$ cat config.mk
export PLATFORM = sky130hd
export DESIGN_NAME = ifetch_queue
export DESIGN_NICKNAME = d
export VERILOG_FILES = /design/src/rtl/ifq_pkg.sv /design/src/rtl/ifq_fifo.sv /design/src/rtl/ifetch_queue.sv
export SDC_FILE = /design/constraint.sdc
export NUM_CORES = 1
export LEC_CHECK = 0
export BUFFER_PORTS_ARGS = -buffer_cell sky130_fd_sc_hd__buf_2
export CORE_ASPECT_RATIO = 0.9
export CORE_MARGIN = 2
export CORE_UTILIZATION = 28
export DETAILED_ROUTE_END_ITERATION = 10
export SYNTH_ARGS = -nofsm -noshare
export SYNTH_HDL_FRONTEND = slang
export SYNTH_SLANG_ARGS = --single-unit
$ cat constraint.sdc
create_clock -name clock -period 3.2 [get_ports clock]
set_clock_uncertainty 0.05 [all_clocks]
set_input_delay 0.32 -clock clock [delete_from_list [all_inputs] [get_ports clock]]
set_output_delay 0.32 -clock clock [all_outputs]
set_load 0.005 [all_outputs]
$ cat src/rtl/ifq_pkg.sv
// ifq_pkg: shared definitions for the instruction fetch queue.
//   - Default parameter constants for ifetch_queue.
//   - OP_J: primary opcode of the direct jump (J) instruction, bits [31:26].
//   - ifq_state_e: fetch control states (StBoot, StRun, StFlush).
//   - ifq_entry_t: one queue entry {instr, pcplus4}. pcplus4 is sized for the
//     widest supported XLEN (IFQ_XLEN_MAX); narrower builds zero-extend it.
package ifq_pkg;

  localparam int unsigned IFQ_XLEN_DEFAULT     = 32;
  localparam int unsigned IFQ_QDEPTH_DEFAULT   = 4;
  localparam int unsigned IFQ_RESET_PC_DEFAULT = 0;
  localparam int unsigned IFQ_XLEN_MAX         = 64;

  localparam logic [5:0] OP_J = 6'b000010;

  typedef enum logic [1:0] {
    StBoot,
    StRun,
    StFlush
  } ifq_state_e;

  typedef struct packed {
    logic [31:0]             instr;
    logic [IFQ_XLEN_MAX-1:0] pcplus4;
  } ifq_entry_t;

endpackage

$ cat src/rtl/ifq_fifo.sv
// ifq_fifo: synchronous FIFO of ifq_entry_t with a single-cycle flush.
// Ports:
//   clk_i    - clock, rising edge
//   rst_ni   - asynchronous active-low reset; empties the FIFO immediately
//   flush_i  - empties the FIFO at the next edge; overrides push and pop
//   push_i   - write wdata_i (ignored when full and not popping)
//   wdata_i  - entry to write
//   pop_i    - drop the head entry (ignored when empty)
//   head_o   - head entry, all-zero while empty
//   count_o  - occupancy, $clog2(Depth)+1 bits
// Depth must be a power of two so the pointers wrap naturally.
module ifq_fifo
  import ifq_pkg::*;
#(
  parameter int unsigned Depth = IFQ_QDEPTH_DEFAULT
) (
  input  logic                     clk_i,
  input  logic                     rst_ni,
  input  logic                     flush_i,
  input  logic                     push_i,
  input  ifq_entry_t               wdata_i,
  input  logic                     pop_i,
  output ifq_entry_t               head_o,
  output logic [$clog2(Depth):0]   count_o
);

  localparam int unsigned PtrW = $clog2(Depth);
  localparam int unsigned CntW = PtrW + 1;

  ifq_entry_t      mem_q [Depth];
  logic [PtrW-1:0] wr_ptr_q, wr_ptr_d;
  logic [PtrW-1:0] rd_ptr_q, rd_ptr_d;
  logic [CntW-1:0] count_q, count_d;
  logic            push_ok, pop_ok;

  always_comb begin
    pop_ok  = pop_i && (count_q != '0);
    // A full FIFO can still take a push when the head leaves in the same cycle.
    push_ok = push_i && ((count_q != CntW'(Depth)) || pop_ok);
  end

  always_comb begin
    wr_ptr_d = wr_ptr_q;
    rd_ptr_d = rd_ptr_q;
    count_d  = count_q;
    if (flush_i) begin
      wr_ptr_d = '0;
      rd_ptr_d = '0;
      count_d  = '0;
    end else begin
      if (push_ok) wr_ptr_d = wr_ptr_q + PtrW'(1);
      if (pop_ok)  rd_ptr_d = rd_ptr_q + PtrW'(1);
      unique case ({push_ok, pop_ok})
        2'b10:   count_d = count_q + CntW'(1);
        2'b01:   count_d = count_q - CntW'(1);
        default: count_d = count_q;
      endcase
    end
  end

  always_ff @(posedge clk_i or negedge rst_ni) begin
    if (!rst_ni) begin
      wr_ptr_q <= '0;
      rd_ptr_q <= '0;
      count_q  <= '0;
    end else begin
      wr_ptr_q <= wr_ptr_d;
      rd_ptr_q <= rd_ptr_d;
      count_q  <= count_d;
    end
  end

  // Storage needs no reset: nothing is visible until count_q says so.
  always_ff @(posedge clk_i) begin
    if (push_ok && !flush_i) mem_q[wr_ptr_q] <= wdata_i;
  end

  always_comb begin
    head_o  = (count_q != '0) ? mem_q[rd_ptr_q] : '0;
    count_o = count_q;
  end

endmodule

$ cat src/rtl/ifetch_queue.sv
// ifetch_queue: sequential instruction fetcher feeding a small decode queue.
// Issues word reads at fetch_pc while the queue plus the one in-flight read
// fit in QDEPTH, pushes each response {instr, addr+4} one cycle later and
// presents the head to decode. A taken-branch redirect empties the queue,
// drops the in-flight response and restarts fetch at the target after one
// FLUSH cycle.
// Parameters: XLEN (address width, 16..64), QDEPTH (power of 2, >= 2),
//             RESET_PC (first fetch address).
// Ports:
//   clock, reset             - rising-edge clock, async active-low reset
//   imem_req, imem_addr      - read request and word-aligned byte address
//   imem_rdata               - read data, one cycle after imem_req
//   redirect_valid/_pc       - taken branch and its target
//   id_valid, id_ready       - head valid / decode accepts head
//   id_instr, id_pcplus4     - head instruction and its PC+4
// Build option: define IFQ_JUMP_PREDECODE_EN to follow J instructions as
// they are pushed (fetch_pc <- jump target, sequential in-flight read
// killed); a same-cycle redirect wins. Without it J words are not examined.
module ifetch_queue
  import ifq_pkg::*;
#(
  parameter int unsigned     XLEN     = IFQ_XLEN_DEFAULT,
  parameter int unsigned     QDEPTH   = IFQ_QDEPTH_DEFAULT,
  parameter logic [XLEN-1:0] RESET_PC = XLEN'(IFQ_RESET_PC_DEFAULT)
) (
  input  logic            clock,
  input  logic            reset,
  output logic            imem_req,
  output logic [XLEN-1:0] imem_addr,
  input  logic [31:0]     imem_rdata,
  input  logic            redirect_valid,
  input  logic [XLEN-1:0] redirect_pc,
  output logic            id_valid,
  input  logic            id_ready,
  output logic [31:0]     id_instr,
  output logic [XLEN-1:0] id_pcplus4
);

  localparam int unsigned CntW = $clog2(QDEPTH) + 1;

  ifq_state_e      state_q, state_d;
  logic [XLEN-1:0] fetch_pc_q, fetch_pc_d;
  logic            inflight_q;
  logic            kill_q, kill_d;
  logic [CntW-1:0] count;
  logic [CntW:0]   occupancy;
  logic            push, pop;
  ifq_entry_t      push_entry, head_entry;

  // ---------------------------------------------------------------------
  // FSM: state register / next state / outputs
  // ---------------------------------------------------------------------
  always_ff @(posedge clock or negedge reset) begin
    if (!reset) state_q <= StBoot;
    else        state_q <= state_d;
  end

  always_comb begin
    state_d = state_q;
    if (redirect_valid) begin
      state_d = StFlush;
    end else begin
      unique case (state_q)
        StBoot:  state_d = StRun;
        StRun:   state_d = StRun;
        StFlush: state_d = StRun;
        default: state_d = StBoot;
      endcase
    end
  end

  always_comb begin
    // The in-flight read is counted so its response always has a free slot.
    occupancy = {1'b0, count} + (CntW + 1)'(inflight_q);
    imem_req  = (state_q == StRun) && (occupancy < (CntW + 1)'(QDEPTH)) && !redirect_valid;
    imem_addr = fetch_pc_q;
  end

  // ---------------------------------------------------------------------
  // Response path
  // ---------------------------------------------------------------------
  always_comb begin
    push               = inflight_q && !kill_q && !redirect_valid;
    pop                = id_valid && id_ready;
    push_entry.instr   = imem_rdata;
    // fetch_pc_q advanced by 4 when the read was issued, so it still holds
    // the responding address + 4 whenever a push is allowed.
    push_entry.pcplus4 = IFQ_XLEN_MAX'(fetch_pc_q);
  end

  ifq_fifo #(
    .Depth (QDEPTH)
  ) u_fifo (
    .clk_i   (clock),
    .rst_ni  (reset),
    .flush_i (redirect_valid),
    .push_i  (push),
    .wdata_i (push_entry),
    .pop_i   (pop),
    .head_o  (head_entry),
    .count_o (count)
  );

  always_comb begin
    id_valid   = (count != '0);
    id_instr   = head_entry.instr;
    id_pcplus4 = head_entry.pcplus4[XLEN-1:0];
  end

  if (XLEN < IFQ_XLEN_MAX) begin : g_pc_hi
    logic unused_pc_hi;
    assign unused_pc_hi = ^head_entry.pcplus4[IFQ_XLEN_MAX-1:XLEN];
  end

  // ---------------------------------------------------------------------
  // Jump predecode
  // ---------------------------------------------------------------------
`ifdef IFQ_JUMP_PREDECODE_EN
  logic            jump_hit;
  logic [XLEN-1:0] jump_target;

  assign jump_hit = push && (imem_rdata[31:26] == OP_J);

  if (XLEN > 28) begin : g_jt_wide
    assign jump_target = {fetch_pc_q[XLEN-1:28], imem_rdata[25:0], 2'b00};
  end else begin : g_jt_narrow
    assign jump_target = XLEN'({imem_rdata[25:0], 2'b00});
  end
`endif

  // ---------------------------------------------------------------------
  // Fetch PC and in-flight tracking
  // ---------------------------------------------------------------------
  always_comb begin
    fetch_pc_d = fetch_pc_q;
    kill_d     = 1'b0;
    if (redirect_valid) begin
      fetch_pc_d = redirect_pc & ~XLEN'(3);
    end else begin
      if (imem_req) fetch_pc_d = fetch_pc_q + XLEN'(4);
`ifdef IFQ_JUMP_PREDECODE_EN
      // The sequential read issued this cycle is dropped when it returns.
      if (jump_hit) begin
        fetch_pc_d = jump_target;
        kill_d     = 1'b1;
      end
`endif
    end
  end

  always_ff @(posedge clock or negedge reset) begin
    if (!reset) begin
      fetch_pc_q <= RESET_PC;
      inflight_q <= 1'b0;
      kill_q     <= 1'b0;
    end else begin
      fetch_pc_q <= fetch_pc_d;
      inflight_q <= imem_req;
      kill_q     <= kill_d;
    end
  end

endmodule

; ---- Yosys cells after proc, flatten, opt, wreduce, memory -nomap -nowiden
; Memory sizes are Yosys's and may differ from the RTL's.
; Cells that the tools add are included.
[op_classes]
eq_ne = 5
n_lt_le_gt_ge = 1
n_reduce_logical = 16
add_sub_neg = 6
n_mux = 13
[op_table]
columns = operator, n
row1 = $mux 96, 1
row2 = $mux 32, 2
row3 = $add 32x3->32 const B, 1
row4 = $mux 2, 5
row5 = $logic_and 1x1->1, 7
row6 = $pmux 3 s2, 1
row7 = $reduce_bool 2->1, 3
row8 = $reduce_bool 3->1, 2
row9 = $add 2x1->2 const B, 2
row10 = $add 3x1->4, 1
row11 = $eq 2x1->1 const B, 2
row12 = $eq 2x2->1 const B, 2
row13 = $lt 4x3->1 const B, 1
row14 = $add 3x1->3 const B, 1
row15 = $mux 1, 3
row16 = $mux 3, 1
row17 = $ne 3x3->1 const B, 1
row18 = $reduce_or 3->1, 1
row19 = $sub 3x1->3 const B, 1
row20 = $logic_not 2->1, 1
row21 = $logic_not 1->1, 1
row22 = $logic_or 1x1->1, 1
[word_totals]
ram_bits = 256
out_inout_bits = 98
inputBits = 68
word_cells = 48
reg_bits = 42
memories = 1
[mem_list]
columns = memory, depth, word_bits, rd, rd_ports_with_merged_regs, wr, line
row1 = u_fifo.mem_q, 4, 64, 1, 0, 1, ifq_fifo.sv:30  ; ifq_entry_t mem_q [Depth];

; ---- Longest topological paths before layout
[depth]
depth_word = 8
depth_mapped = 6

; ---- Cells and area by module
; Synthesis repeated with hierarchy kept, for this count alone.
[unflattened]
cells_unflattened = 882
hier_area_um2 = 16933.7
[modules_own_cells]
columns = module, instances, area_each_um2, cells_each
row1 = ifq_fifo, 1, 15039.4, 670
row2 = ifetch_queue, 1, 1894.3, 212

; ---- Least setup slack after synthesis
; No wires, ideal clock.
[synth_timing]
path_type = reg-to-reg
start = register u_fifo.count_q[2] (netlist: u_fifo.count_o[2])
end = memory u_fifo.mem_q[1][10] (netlist bit), enable pin
arrival_time_ps = 2410
period_less_slack_ps = 2886
n_path_buf = 0
slack_ps = 314
path_stages_with_launch = 4
t_required_ps = 2724
setup_time_ps = 426
path_cell_list = dfrtp_1 nor4b_1 nor2b_1 and2_1
[synth_between]
elab_chain_cells = 8
[synth_lines]
columns = element, line
row1 = "start, declared", ifq_fifo.sv:33  ; logic [CntW-1:0] count_q, count_d;
row2 = "start signal, assigned", ifq_fifo.sv:69  ; count_q <= count_d;
row3 = $reduce_bool 3->1, "ifq_fifo.sv:37, ifetch_queue.sv:105"
row4 = $logic_and 1x1->1, ifetch_queue.sv:84  ; pop = id_valid && id_ready;
row5 = $logic_and 1x1->1, ifq_fifo.sv:37  ; pop_ok = pop_i && (count_q != '0);
row6 = $logic_or 1x1->1 (*), ifq_fifo.sv:39  ; push_ok = push_i && ((count_q != CntW'(Depth)) || pop_ok);
row7 = $logic_and 1x1->1 (*), ifq_fifo.sv:39
row8 = $logic_and 1x1->1 (*), ifq_fifo.sv:75  ; if (push_ok && !flush_i) mem_q[wr_ptr_q] <= wdata_i;
row9 = $mux 1 (*), ifq_fifo.sv:75
row10 = $mux 1 (not written as such) (*), ifq_fifo.sv:75
row11 = "end, declared", ifq_fifo.sv:30
; Every way passes the cells marked *; elsewhere a longest branch is shown, timed or not.

; ---- Worst setup path after layout
[layout_timing]
start = register u_fifo.rd_ptr_q[0]
end = output id_pcplus4[29]
[layout_between]
elab_chain_cells = 2
[layout_lines]
columns = element, line
row1 = "start, declared", ifq_fifo.sv:32  ; logic [PtrW-1:0] rd_ptr_q, rd_ptr_d;
row2 = "start signal, assigned", ifq_fifo.sv:68  ; rd_ptr_q <= rd_ptr_d;
row3 = $mem_v2 4x64, n/a
row4 = $mux 96, ifq_fifo.sv:79  ; head_o = (count_q != '0) ? mem_q[rd_ptr_q] : '0;
row5 = "end, declared", ifetch_queue.sv:36  ; output logic [XLEN-1:0] id_pcplus4
; No other way between the ends.

==> results.md <==
* Via-per-instance ratio at 4.68
* Yosys cell types at 44
* GRT overflow at 0
* Layout cells sized above 1 at 32.9%
* Reg-to-reg setup timing slack at just under 0.8 ns
* Hold depth at 3
* Fin crit share at 86.1%
* RR Endpoint: u_fifo.mem_q[3][56]
* Syn_area_per_cell at 17.6 um2
* Sw Pwr at 0.00257 W
* CP Data Arrival Time at 2.39 ns
* Max VDD drop at about 0.41 mV
* Worst hold slack at 0.0312 ns
* Post-synthesis sequential area ratio at 71.7%
* Crit Path Class: reg -> out
* Initial Util at 28.3%
* Skew-Pair Late Insertion Delay at 0.53 ns
* Max-slew violations at 0
* P per Cell Area at 669 nW/um2
* GRT Total Usage at 13.4%
* Antenna Cells at 0
* Worst Hold Launch: redirect_pc[24]
* Die area at 43700 um2
* H-tree depth at 2
* Status: finished clean
* Placer Congestion at 0.740
* XOR/XNOR share of the synthesized area at 0.669%
* Placed Cells incl. Taps at 1362
* Net Sw Frac at 25.4%
* Main combinational cell family by area after synthesis: multiplexers
* Worst EP required at 2.83 ns
* Post-synthesis async set-or-reset flop share at 13.9%
* Min-delay worst type: in -> reg
* CTS Buffer Depth at 3
* Core footprint at 41700 um2
* IO Port Bufs at 159
* Synth Flop Type: edfxtp_1
* Slew margin rel. at 32.2%
* RSZ-0062 raised after global routing: no
* Clock Power Share at 38.8%
* Drt pass-1 iters at 5
* TritonCTS buffer count at 34
* Synthesis-to-finish area growth at 28.1%
* Worst Max-Slew Pin Slew at between 1 and 1.5 ns
* Most frequent cells in the layout: edfxtp_1, buf_2, and2_1
* Postcts setup bufs at 0
* Clk pin slew, worst setup/hold paths at 0.06 ns
* Initial antenna violation count at 0
* Max-Cap Viols at 0
* Synth Area in Compound Gates at 3.28%
* IO Pins at 166
* Cells after Synth at 670
* Most common cell after layout, fill and taps aside: edfxtp_1
* Die Y at between 150 and 200 um
* Clock Sinks at 288
* DR WL/cell at a little under 20 um
* Dpl hpwl at 18400 um
* Mapped Area at around 12000 um2
* Crit path launch: u_fifo.rd_ptr_q[0]
* Worst-path maximum fanout at 21
* Synth warnings at 0
* LEAKAGE at ~5.3 nW
* Hold endpoint: imem_addr[24]
* Fmax at 363 MHz
* Int Pwr at 0.00753 W
* Largest net degree at the start of global routing at 43
* # rows at slightly above 70
* Launch point of the worst reg-to-reg path: u_fifo.count_o[2]
* CP Launch Type: flip-flop
* Detailed Route WL at slightly below 30000 um
* Post-synth EDFFs at 248
* #FFs+latches synth at approximately 290
* Die X at 220 um
* DRT antenna net count at 0
* Combinational Power Share at 17.7%
* Sequential share of power at between 40% and 50%
* Adder-cell area share of the yosys netlist at 0.701%
* Hold Vio Cnt, Final at 0
* Final setup vio count at 0
* Final Non-Filler Cells at between 1000 and 1500
* Root Driver: clkbuf_16
* First-pass GRT wire length at 43200 um
* Synth Area in Simple Gates at 9.88%
* Number of global-route vias before repair at 6917
* 1st-iter DRT viols at 425
* Worst Reg-to-Reg Cells at 4
* CTS tree: yes
* Crit. End Element: output pin
* Final min period at 2.76 ns
* TNS Setup at 0 ns
* Via count at 6930
* Nets at 981
* Mux contribution to synthesized area at 12.1%
* DRC Markers at 0
how the worst max path moves through the flow:
stage | slack, ns | depth (start not counted) | to
global route | 0.30 | 4 | id_pcplus4[29]
detailed placement | 0.81 | 4 | u_fifo.mem_q[3][8]
global placement | 0.86 | 5 | imem_addr[28]
floorplan | 0.31 | 3 | u_fifo.mem_q[1][10]
CTS | 0.35 | 4 | id_pcplus4[29]
finish | 0.44 | 4 | id_pcplus4[29]
power groups by stage:
stage / sequential (W) / clock (W) / combinational (W)
2_1_floorplan: 0.00436 / 0 / 0.00105
3_3_place_gp: 0.00447 / 0 / 0.00178
3_5_place_dp: 0.00448 / 0 / 0.00179
4_1_cts: 0.00440 / 0.00403 / 0.00185
5_1_grt: 0.00442 / 0.00420 / 0.00199
6_report: 0.00439 / 0.00391 / 0.00179
stage by stage:
stage,setup WS [ns],total power (W),cell area (um2),utilization [%]
final,0.445,0.0101,15100,36.2
after detailed placement,0.814,0.00627,13400,32.1
after floorplan,0.314,0.00541,11800,-
after CTS,0.352,0.0103,15100,36.2
after global routing,0.299,0.0106,15100,36.2
after global placement,0.862,0.00625,13400,32.1
flip-flops by register name, indices dropped and copies added (netlist names):
| name | cells |
|---|---|
| u_fifo.wr_ptr_q | 2 |
| imem_addr | 30 |
| u_fifo.mem_q | 248 |
| u_fifo.count_o | 3 |
| inflight_q | 1 |
| state_q | 2 |
| u_fifo.rd_ptr_q | 2 |
synthesized netlist by cell type (2+ instances only):
cell type / instances / area, um2
edfxtp_1: 248 / 7450
and2_1: 68 / 425
mux4_2: 62 / 1400
dfrtp_1: 40 / 1000
nor2_1: 24 / 90.1
nand2_1: 22 / 82.6
clkbuf_1: 21 / 78.8
or4_1: 18 / 135
a31oi_1: 17 / 106
nand3_1: 16 / 80.1
o21ai_0: 16 / 80.1
o31ai_1: 14 / 105
nand4_1: 13 / 81.3
buf_2: 12 / 60.1
nor2b_1: 7 / 43.8
or3_1: 7 / 43.8
xor2_1: 7 / 61.3
and3_1: 5 / 31.3
and4_1: 5 / 43.8
ha_1: 5 / 62.6
inv_1: 5 / 18.8
nor3_1: 5 / 25.0
buf_4: 4 / 30.0
a21oi_1: 3 / 15.0
o21a_1: 3 / 22.5
a221oi_1: 2 / 17.5
mux2i_1: 2 / 20.0
o211ai_1: 2 / 15.0
xnor2_1: 2 / 17.5
logic make-up after synthesis:
| group | Yosys count |
|---|---|
| XOR/XNOR | 9 |
| other | 1 |
| multiplexers | 65 |
| adder cells (fa/ha/maj) | 6 |
| AND/OR/NAND/NOR | 198 |
| AO/OA/AOI/OAI | 60 |
| buffers and inverters | 43 |
| flip-flops | 288 |
final cells by class:
class                   instances  area, um2
inverters                       6       22.5
clock buffers                  42        965
fillers                      3928      26600
clock inverters                20        190
flip-flops and latches        288       8460
repair buffers                235       1610
multi-input cells             342       3170
well taps                     547        684
per-layer routing:
layer	routed length (um)	part of all wire, %	global-route usage, %	up-vias
met2	13100	45	20.1	211
met4	543	1.9	3.50	0
met1	13800	47	19.2	3532
li1	-	-	-	3147
met3	1690	5.8	3.47	40
met5	0	0	0	-
critical path: stages, from the launching register on:
cell,delay (ns)
dfrtp_4,0.68
buf_12,0.28
mux4_2,0.57
and2_1,0.18
buf_2,0.12
repair_timing:
item	CTS	global route
resized for setup	0	0
endpoints found under the hold margin	191	0
hold buffers	56	0
No activity file was read; power rests on OpenSTA's default activity.
